File: config.mk
export PLATFORM = sky130hd
export DESIGN_NAME = jtag_master_flat
export DESIGN_NICKNAME = d
export VERILOG_FILES = /design/src/rtl/jtag_master_if.sv /design/src/rtl/jtag_master.sv /design/src/flat_wrapper.sv
export SDC_FILE = /design/constraint.sdc
export NUM_CORES = 1
export LEC_CHECK = 0
export CAP_MARGIN = 40
export CORE_UTILIZATION = 59
export CTS_BUF_LIST = sky130_fd_sc_hd__clkbuf_4 sky130_fd_sc_hd__clkbuf_8
export CTS_CLUSTER_DIAMETER = 40
export DETAILED_ROUTE_END_ITERATION = 12
export PLACE_DENSITY = 0.88
export SLEW_MARGIN = 20
export SYNTH_ARGS = -nofsm -noshare
export SYNTH_HDL_FRONTEND = slang
export SYNTH_SLANG_ARGS = --single-unit
File: constraint.sdc
create_clock -name clk -period 9.9 [get_ports clk]
set_input_delay 1.98 -clock clk [delete_from_list [all_inputs] [get_ports clk]]
set_output_delay 1.98 -clock clk [all_outputs]
set_load 0.02 [all_outputs]
File: src/rtl/jtag_master_if.sv
// rtl/jtag_master_if.sv - command port and JTAG pin bundle for jtag_master
interface jtag_master_if #(
    parameter int DATA_W = 32,
    parameter int LEN_W  = $clog2(DATA_W + 1)
);
    logic              start;
    logic [1:0]        cmd;
    logic [LEN_W-1:0]  len;
    logic [DATA_W-1:0] data_in;
    logic [DATA_W-1:0] data_out;
    logic              busy;
    logic              done;
    logic              tck;
    logic              tms;
    logic              tdi;
    logic              tdo;

    modport master (
        output start, cmd, len, data_in, tdo,
        input  data_out, busy, done, tck, tms, tdi
    );

    modport slave (
        input  start, cmd, len, data_in, tdo,
        output data_out, busy, done, tck, tms, tdi
    );
endinterface

File: src/rtl/jtag_master.sv
// rtl/jtag_master.sv - JTAG host driver sequencing TAP reset, IR scan and DR scan
module jtag_master #(
    parameter int DATA_W  = 32,
    parameter int CLK_DIV = 2
) (
    input  logic         clk,
    input  logic         rst,
    jtag_master_if.slave bus
);
    localparam int LEN_W = $clog2(DATA_W + 1);
    localparam int CNT_W = (LEN_W > 3) ? LEN_W : 3;
    localparam int DIV_W = (CLK_DIV > 1) ? $clog2(CLK_DIV) : 1;
    localparam logic [DIV_W-1:0] DIV_LAST = DIV_W'(CLK_DIV - 1);
    localparam logic [LEN_W-1:0] LEN_MAX  = LEN_W'(DATA_W);

    typedef enum logic [2:0] {
        S_IDLE, S_RST_SEQ, S_PRE, S_SHIFT, S_POST, S_DONE
    } state_t;

    state_t            state, state_n;
    logic [CNT_W-1:0]  idx, idx_n, phase_len;
    logic [DIV_W-1:0]  div_cnt;
    logic [LEN_W-1:0]  len_q, len_n, len_c;
    logic [DATA_W-1:0] data_q;
    logic [DATA_W-1:0] data_out_q;
    logic              is_ir, ir_n;
    logic              tck_q, tms_q, tdi_q, busy_q, done_q;
    logic              active, half_end, rise, fall, last_bit, cmd_ok, accept;
    logic              tms_n, tdi_n;

    // Next-state, bit-phase bookkeeping and the TMS/TDI value for the upcoming bit
    always_comb begin
        active   = (state == S_RST_SEQ) || (state == S_PRE) ||
                   (state == S_SHIFT) || (state == S_POST);
        half_end = (div_cnt == DIV_LAST);
        rise     = active && !tck_q && half_end;
        fall     = active && tck_q && half_end;
        len_c    = (bus.len > LEN_MAX) ? LEN_MAX : bus.len;
        cmd_ok   = (bus.cmd == 2'b00) || ((bus.cmd != 2'b11) && (bus.len != '0));
        accept   = (state == S_IDLE) && bus.start && cmd_ok;
        ir_n     = accept ? (bus.cmd == 2'b01) : is_ir;
        len_n    = accept ? len_c : len_q;

        case (state)
            S_RST_SEQ: phase_len = CNT_W'(6);
            S_PRE:     phase_len = is_ir ? CNT_W'(4) : CNT_W'(3);
            S_SHIFT:   phase_len = CNT_W'(len_q);
            S_POST:    phase_len = CNT_W'(2);
            default:   phase_len = CNT_W'(1);
        endcase
        last_bit = (idx == phase_len - CNT_W'(1));

        state_n = state;
        idx_n   = idx;
        case (state)
            S_IDLE: begin
                if (accept) begin
                    state_n = (bus.cmd == 2'b00) ? S_RST_SEQ : S_PRE;
                    idx_n   = '0;
                end
            end
            S_DONE: state_n = S_IDLE;
            default: begin
                if (fall) begin
                    if (last_bit) begin
                        idx_n = '0;
                        case (state)
                            S_PRE:   state_n = S_SHIFT;
                            S_SHIFT: state_n = S_POST;
                            default: state_n = S_DONE;
                        endcase
                    end else begin
                        idx_n = idx + CNT_W'(1);
                    end
                end
            end
        endcase

        // TMS walks the TAP from Run-Test/Idle into Shift and back again
        case (state_n)
            S_RST_SEQ: tms_n = (idx_n < CNT_W'(5));
            S_PRE:     tms_n = ir_n ? (idx_n < CNT_W'(2)) : (idx_n == '0);
            S_SHIFT:   tms_n = (idx_n == CNT_W'(len_n) - CNT_W'(1));
            S_POST:    tms_n = (idx_n == '0);
            default:   tms_n = 1'b0;
        endcase
        tdi_n = (state_n == S_SHIFT) && (|(data_q & (DATA_W'(1) << idx_n)));
    end

    // FSM state and bit index within the current phase
    always_ff @(posedge clk or posedge rst) begin
        if (rst) begin
            state <= S_IDLE;
            idx   <= '0;
        end else begin
            state <= state_n;
            idx   <= idx_n;
        end
    end

    // TCK divider, pin registers, command latches and TDO capture
    always_ff @(posedge clk or posedge rst) begin
        if (rst) begin
            div_cnt    <= '0;
            tck_q      <= 1'b0;
            tms_q      <= 1'b0;
            tdi_q      <= 1'b0;
            busy_q     <= 1'b0;
            done_q     <= 1'b0;
            data_out_q <= '0;
            data_q     <= '0;
            len_q      <= '0;
            is_ir      <= 1'b0;
        end else begin
            busy_q <= (state_n != S_IDLE);
            done_q <= (state == S_DONE);
            if (!active || half_end) begin
                div_cnt <= '0;
            end else begin
                div_cnt <= div_cnt + DIV_W'(1);
            end
            if (active && half_end) begin
                tck_q <= !tck_q;
            end
            // TMS/TDI only move with TCK low: at accept or on the falling edge
            if (accept || fall) begin
                tms_q <= tms_n;
                tdi_q <= tdi_n;
            end
            if (accept) begin
                data_q <= bus.data_in;
                len_q  <= len_c;
                is_ir  <= ir_n;
            end
            // First shifted bit clears the stale upper bits of the previous scan
            if (rise && (state == S_SHIFT)) begin
                data_out_q <= ((idx == '0) ? '0 : data_out_q) | (DATA_W'(bus.tdo) << idx);
            end
        end
    end

    assign bus.tck      = tck_q;
    assign bus.tms      = tms_q;
    assign bus.tdi      = tdi_q;
    assign bus.busy     = busy_q;
    assign bus.done     = done_q;
    assign bus.data_out = data_out_q;
endmodule

File: src/flat_wrapper.sv
// flat-port wrapper written by rule: the top's interface ports become plain ports
module jtag_master_flat 
#(
    parameter int DATA_W  = 32,
    parameter int CLK_DIV = 2
)
  (clk, rst, bus_start, bus_cmd, bus_len, bus_data_in, bus_tdo, bus_data_out, bus_busy, bus_done, bus_tck, bus_tms, bus_tdi);
  jtag_master_if #(.DATA_W(DATA_W)) bus_i ();
  input  logic clk;
  input  logic rst;
  input wire logic [$bits(bus_i.start)-1:0] bus_start;
  input wire logic [$bits(bus_i.cmd)-1:0] bus_cmd;
  input wire logic [$bits(bus_i.len)-1:0] bus_len;
  input wire logic [$bits(bus_i.data_in)-1:0] bus_data_in;
  input wire logic [$bits(bus_i.tdo)-1:0] bus_tdo;
  output wire logic [$bits(bus_i.data_out)-1:0] bus_data_out;
  output wire logic [$bits(bus_i.busy)-1:0] bus_busy;
  output wire logic [$bits(bus_i.done)-1:0] bus_done;
  output wire logic [$bits(bus_i.tck)-1:0] bus_tck;
  output wire logic [$bits(bus_i.tms)-1:0] bus_tms;
  output wire logic [$bits(bus_i.tdi)-1:0] bus_tdi;
  assign bus_i.start = bus_start;
  assign bus_i.cmd = bus_cmd;
  assign bus_i.len = bus_len;
  assign bus_i.data_in = bus_data_in;
  assign bus_i.tdo = bus_tdo;
  assign bus_data_out = bus_i.data_out;
  assign bus_busy = bus_i.busy;
  assign bus_done = bus_i.done;
  assign bus_tck = bus_i.tck;
  assign bus_tms = bus_i.tms;
  assign bus_tdi = bus_i.tdi;
  jtag_master #(.DATA_W(DATA_W), .CLK_DIV(CLK_DIV)) u_core (.clk(clk), .rst(rst), .bus(bus_i));
endmodule
==> key figures, run 1 <==
Run status
  – Outcome: completed

Floorplanning
  – Core area: 7330 um^2
  – Die height: 89.6 um
  – Die extent in x: 89.6 um
  – Die ar.: 8040 um^2
  – Row cnt: 31
  – Boundary pin count: 81
  – Starting Density: 0.618

Synth
  – Synth Warn #: 0
  – Syn_nets: 474
  – Synth cell count leaders: dfrtp_1, nand2_1, mux2_2
  – Area share of the largest cell type after synthesis: 0.475
  – Mux contribution to synthesized area: 0.109
  – Synth Area in XOR/XNOR: 0.0248
  – Yosys reg bits: 86
  – Syn_area_per_cell: 10.6 um^2
  – Post-synthesis simple-gate area fraction: 0.170
  – Ys async rst share: 1.00
  – Largest family of logic cells by synthesized area: compound AO/OA/AOI/OAI gates
  – Synth unique cells: 71
  – Post-synth EDFFs: 0
  – Sequential area share after synthesis: 0.475
  – Count leader, synth: dfrtp_1
  – Largest cells by area after synthesis: dfrtp_1, mux2_2, nand2_1
  – Adder-cell share of the synthesized area: 0.0110
  – Synth Flop Type: dfrtp_1
  – Mapped Cells: 426
  – Synth Area in Compound Gates: 0.174
  – Syn Std Cell Area: 4530 um^2
  – Synth area leader: dfrtp_1

STA
  – Final setup vio count: 0
  – Hold Vio Cnt, Final: 0
  – Tcrit/Tclk final: 0.581
  – Worst Tran Pin Value: 0.653 ns
  – Slew margin rel.: 0.560
  – Setup WS post-layout: 4.15 ns
  – RSZ-0062 raised after global routing: no
  – TNS Setup: 0 ns
  – Hold WS: 0.484 ns
  – Final Skew: 0.0104 ns
  – Max-slew violations: 0
  – Maximum clock frequency: 0.174 GHz
  – Final Critical Period: 5.75 ns

Global route
  – Number of global-route vias before repair: 3581
  – Gr ovfl total: 0
  – First-pass GRT wire length: 16900 um
  – Number of antenna violations at the first check in global routing: 0
  – Largest net degree at the start of global routing: 53
  – GR Util All Layers: 0.279

Worst hold path
  – Hold Path Class: reg2reg
  – Worst hold start: u_core.bus.data_out[19]$_DFFE_PP0P_

Detailed routing
  – DRT antenna net count: 0
  – DRC viols: 0
  – Starting DRT DRC Count: 307
  – Routed len/inst: 17.2 um
  – DR pass1 iterations: 6
  – DRT Wirelength: 10400 um
  – Vias per cell: 6.17
  – Detailed-route via count: 3723

Placed design
  – Dpl cell area: 5420 um^2
  – Placer Congestion: 0.886
  – Pre-CTS setup slack: 3.75 ns
  – Port bufs: 80
  – Post-placement cell count: 586
  – DPL Wire Length: 7510 um

Clock network
  – CTS buffer count: 9
  – CTS clk-pin slew, worst paths: 0.09 ns
  – H-tree levels: 3
  – Clock sink count: 86
  – Root Buffer: clkbuf_8
  – Clk_lat worst skew: 0.37 ns
  – Cts hold-fix bufs: 0
  – TritonCTS clock tree: yes
  – Clock Path Buffers: 2
  – Post-CTS sizing: 0
  – Post-CTS Setup Bufs: 0

Pwr
  – Total power: 1.68 mW
  – Leakage Power: 2.42 nW
  – Power Density: 298 nW/um^2
  – Worst IR Drop VDD: 0.171 mV

Final layout
  – Fin cells: 603
  – Antenna cells: 0
  – P&R area growth vs syn: 24.3%
  – Nets: 547
  – Final Core Density: 0.769
  – Layout cell share with drive strength beyond 1: 0.155
  – Final instance area: 5630 um^2

Critical path
  – RR Endpoint: u_core.bus.tdi$_DFFE_PP0P_
  – Critical Path RT: 10.17 ns
  – Startpoint Class: input pin
  – R2R Setup Slk: 5.28 ns
  – Worst flop-to-flop path startpoint: u_core.state[0]$_DFF_PP0_
  – Critical Path AT: 6.02 ns
  – Critical Path Start: bus_len[5]
  – Crit path to: u_core.bus.tms$_DFFE_PP0P_
  – CP Class: in2reg
  – Crit-path max FO: 52
  – CP Capture Type: register
  – R2R cell count: 15

Flow run
  – Maxcap violations: 0
==> critical path: stages <==
cell             delay, ns
clkdlybuf4s50_1       0.53
or4_1                 0.50
o311ai_4              0.22
buf_4                 0.52
nor3b_1               0.11
a21oi_1               0.25
ha_1                  0.24
o311ai_0              0.15
xor2_1                0.35
nor3_1                0.07
or3b_1                0.39
a2111oi_2             0.32
nand3_1               0.12
o311ai_1              0.26
==> cells by family (layout without fill, tap and decap cells) <==
logic type      Yosys count  in the layout
simple gates            137            137
compound gates          103            103
flops                    86             86
mux                      45             45
buf+inv                  39            117
xor+xnor                 12             12
fa+ha+maj                 4              4
==> layout make-up <==
type                            count  area (um^2)
Clock buffer                        9          124
Inverter                           16         61.3
Multi-Input combinational cell    301         2230
Clock inverter                      7         81.3
Sequential cell                    86         2150
Timing Repair Buffer               85          865
Tap cell                           99          124
Fill cell                         481         1700
==> state kept, by name (all words and copies together) (netlist names), 3 cells and up <==
signal and count:
u_core.data_q 32, u_core.idx 6, u_core.bus.data_out 32, u_core.len_q 6, u_core.state 3
==> power breakdown <==
| group | internal [mW] | leakage [nW] | switching (mW) |
|---|---|---|---|
| Clock | 0.121 | 0.106 | 0.139 |
| Sequential | 0.485 | 1.06 | 0.131 |
| Combinational | 0.382 | 1.26 | 0.419 |
==> layer usage <==
| metal | share of wire | global-route usage | up-vias |
|---|---|---|---|
| li1 | - | - | 1717 |
| met1 | 0.43 | 0.370 | 1807 |
| met2 | 0.50 | 0.463 | 180 |
| met3 | 0.056 | 0.0411 | 19 |
| met4 | 0.016 | 0.115 | 0 |
| met5 | 0 | 0 | - |
==> placed cells by master (no fill, tap or decap), types with 3 or more instances in the layout <==
| cell type | n |
|---|---|
| dfrtp_1 | 86 |
| clkbuf_8 | 10 |
| and3_1 | 5 |
| o21ai_1 | 3 |
| nor2b_1 | 3 |
| a21oi_1 | 14 |
| a22o_1 | 17 |
| mux2i_1 | 9 |
| or3_1 | 4 |
| a22oi_1 | 3 |
| a222oi_1 | 4 |
| nor2_1 | 14 |
| nand3_1 | 18 |
| o21ai_0 | 27 |
| xor2_1 | 3 |
| clkdlybuf4s50_1 | 80 |
| o211ai_1 | 3 |
| inv_1 | 13 |
| or4_1 | 3 |
| or2_2 | 4 |
| nand2b_1 | 8 |
| nor3_1 | 6 |
| nand4b_1 | 4 |
| mux2_2 | 35 |
| nor3b_1 | 8 |
| ha_1 | 4 |
| xnor2_1 | 8 |
| o31ai_1 | 3 |
| nand3b_1 | 3 |
| nand2_1 | 42 |
==> worst min path at each step <==
stage,endpoint,depth (start not counted)
after floorplan,u_core.data_q[0]$_DFFE_PP0P_,1
after global placement,u_core.bus.data_out[19]$_DFFE_PP0P_,2
after detailed placement,u_core.bus.data_out[19]$_DFFE_PP0P_,2
after CTS,u_core.bus.data_out[19]$_DFFE_PP0P_,2
after global routing,u_core.bus.data_out[29]$_DFFE_PP0P_,2
final,u_core.bus.data_out[19]$_DFFE_PP0P_,2
No activity file was read; power rests on OpenSTA's default activity.
==> run 2: changes to the inputs <==
--- a/config.mk
+++ b/config.mk
@@ -6,11 +6,11 @@
 export NUM_CORES = 1
 export LEC_CHECK = 0
 export CAP_MARGIN = 40
-export CORE_UTILIZATION = 59
+export CORE_UTILIZATION = 49
 export CTS_BUF_LIST = sky130_fd_sc_hd__clkbuf_4 sky130_fd_sc_hd__clkbuf_8
 export CTS_CLUSTER_DIAMETER = 40
 export DETAILED_ROUTE_END_ITERATION = 12
-export PLACE_DENSITY = 0.88
+export PLACE_DENSITY = 0.78
 export SLEW_MARGIN = 20
 export SYNTH_ARGS = -nofsm -noshare
 export SYNTH_HDL_FRONTEND = slang
==> constraint.sdc (replaced) <==
create_clock -name clk -period 4.9 [get_ports clk]
set_input_delay 0.98 -clock clk [delete_from_list [all_inputs] [get_ports clk]]
set_output_delay 0.98 -clock clk [all_outputs]
set_load 0.02 [all_outputs]
==> run 2 against run 1 <==
The run now ends with DRC left. Sequential power up 100%. Final cell count increased by 2.5%. Clock power up 79%. Non-clock buffer count is 6 higher. Setup slack worse by 3.6 ns. Total power is 100% higher. Worst hold slack better by 0.0018 ns. Register-to-register slack worse by 4.7 ns. Global-route usage is 5.0 points lower. Sequential cell count did not move.
==> key figures, run 2 (synthesized netlist as in run 1, its figures left out) <==
Detailed routing
  – DRT antenna net count: 0
  – DRC viols: 8
  – Starting DRT DRC Count: 208
  – DRT Wirelength: 10600 um
  – Routed len/inst: 17.1 um
  – Detailed-route via count: 3625
  – Vias per cell: 5.87
  – DR pass1 iterations: 8

STA
  – Maximum clock frequency: 0.227 GHz
  – RSZ-0062 raised after global routing: no
  – Slew margin rel.: 0.569
  – Hold Vio Cnt, Final: 0
  – Final Skew: 0.0109 ns
  – Hold WS: 0.486 ns
  – Max-slew violations: 0
  – Final setup vio count: 0
  – TNS Setup: 0 ns
  – Final Critical Period: 4.40 ns
  – Tcrit/Tclk final: 0.898
  – Worst Tran Pin Value: 0.639 ns

Critical path
  – CP Capture Type: register
  – R2R Setup Slk: 0.56 ns
  – Worst flop-to-flop path startpoint: u_core.state[0]$_DFF_PP0_
  – Critical Path AT: 4.65 ns
  – RR Endpoint: u_core.bus.tdi$_DFFE_PP0P_
  – Crit-path max FO: 11
  – Critical Path RT: 5.15 ns
  – R2R cell count: 16
  – Startpoint Class: input pin
  – CP Class: in2reg

Final layout
  – # fillers: 717
  – Nets: 553
  – Final Core Density: 0.641
  – P&R area growth vs syn: 25.1%
  – Sequential cell area: 2150 um^2
  – Antenna cells: 0
  – Most common cell after layout, fill and taps aside: dfrtp_1
  – Area of the multi-input gates: 2230 um^2
  – Layout cell share with drive strength beyond 1: 0.165
  – Most frequent cells in the layout: dfrtp_1, clkdlybuf4s50_1, nand2_1

Floorplanning
  – Die height: 98.2 um
  – Core area: 8850 um^2
  – Die ar.: 9640 um^2
  – Starting Density: 0.512
  – Die extent in x: 98.2 um
  – Boundary pin count: 81
  – Row cnt: 34

Clock network
  – CTS clk-pin slew, worst paths: 0.09 ns
  – CTS buffer count: 9
  – Post-CTS sizing: 0
  – H-tree levels: 3
  – Clock Path Buffers: 2
  – Clk_lat worst skew: 0.35 ns
  – Clock sink count: 86
  – Root Buffer: clkbuf_8
  – Cts hold-fix bufs: 0
  – TritonCTS clock tree: yes
  – Post-CTS Setup Bufs: 0

Run status
  – Outcome: finished, violations left
  – Failing checks: DRC

Pwr
  – Worst IR Drop VDD: 0.331 mV
  – Power Density: 590 nW/um^2
  – Leakage Power: 2.44 nW

Flow run
  – Maxcap violations: 0

Global route
  – First-pass GRT wire length: 17800 um
  – Gr ovfl total: 0
  – Number of antenna violations at the first check in global routing: 0
  – Largest net degree at the start of global routing: 36
  – Number of global-route vias before repair: 3681
  – GR Util All Layers: 0.230

Worst hold path
  – Worst hold start: u_core.bus.data_out[17]$_DFFE_PP0P_
  – Worst Hold Depth: 2
  – Hold Crit Endpoint: u_core.bus.data_out[17]$_DFFE_PP0P_
  – Hold Path Class: reg2reg

Placed design
  – DPL Wire Length: 7820 um
  – Port bufs: 80
  – Placer Congestion: 0.893
-- run 2: cell count changes in the layout (fill, tap and decap cells not counted), sizes merged --
cell	before	now
buf	4	11
bufinv	1	0
clkbuf	10	9
clkinvlp	0	1
-- run 2: worst max path at each step --
stage | from | end | slack [ns] | depth (start not counted)
CTS | bus_len[0] | u_core.bus.tms$_DFFE_PP0P_ | 0.52 | 13
finish | bus_len[0] | u_core.bus.tms$_DFFE_PP0P_ | 0.50 | 13
global route | bus_len[0] | u_core.bus.tms$_DFFE_PP0P_ | 0.06 | 13
detailed placement | bus_len[0] | u_core.bus.tms$_DFFE_PP0P_ | 0.13 | 13
floorplan | bus_len[0] | u_core.bus.tms$_DFFE_PP0P_ | 0.67 | 13
global placement | bus_len[0] | u_core.bus.tms$_DFFE_PP0P_ | 0.34 | 13
-- run 2: metrics by stage --
step,instances,worst slack (ns),power (mW),cell area (um^2)
after floorplan,426,0.671,2.37,4530
after global placement,600,0.337,2.80,5440
after detailed placement,602,0.135,2.88,5490
after CTS,618,0.519,3.35,5670
after global routing,618,0.0613,3.58,5670
final,618,0.502,3.34,5670
-- run 2: power breakdown --
group / total [mW] / switching [mW] / internal, mW / leakage (nW)
Combinational: 1.64 / 0.842 / 0.795 / 1.29
Clock: 0.464 / 0.273 / 0.191 / 0.0919
Sequential: 1.24 / 0.266 / 0.979 / 1.06
-- run 2: cell type report --
class,instances,share of cell area
clock buffer,9,0.0218
clock inverter,7,0.00971
inverter,16,0.0108
multi-input combinational,301,0.393
sequential,86,0.380
tap,108,0.0238
timing repair buffer,91,0.162
-- run 2: critical path: stages --
cell and delay, ns:
clkdlybuf4s50_1 0.41, or4_1 0.57, o311ai_4 0.48, nor3b_1 0.11, a21oi_1 0.24, ha_1 0.24, o311ai_0 0.15, xor2_1 0.34
nor3_1 0.07, or3b_1 0.38, a2111oi_2 0.30, nand3_1 0.11, o311ai_1 0.26
-- run 2: routing by layer --
layer,global-route usage,vias to the layer above,share of wire
met1,0.307,1783,0.45
met2,0.389,106,0.49
met5,0,-,0
li1,-,1722,-
met4,0.0620,0,0.0098
met3,0.0379,14,0.046
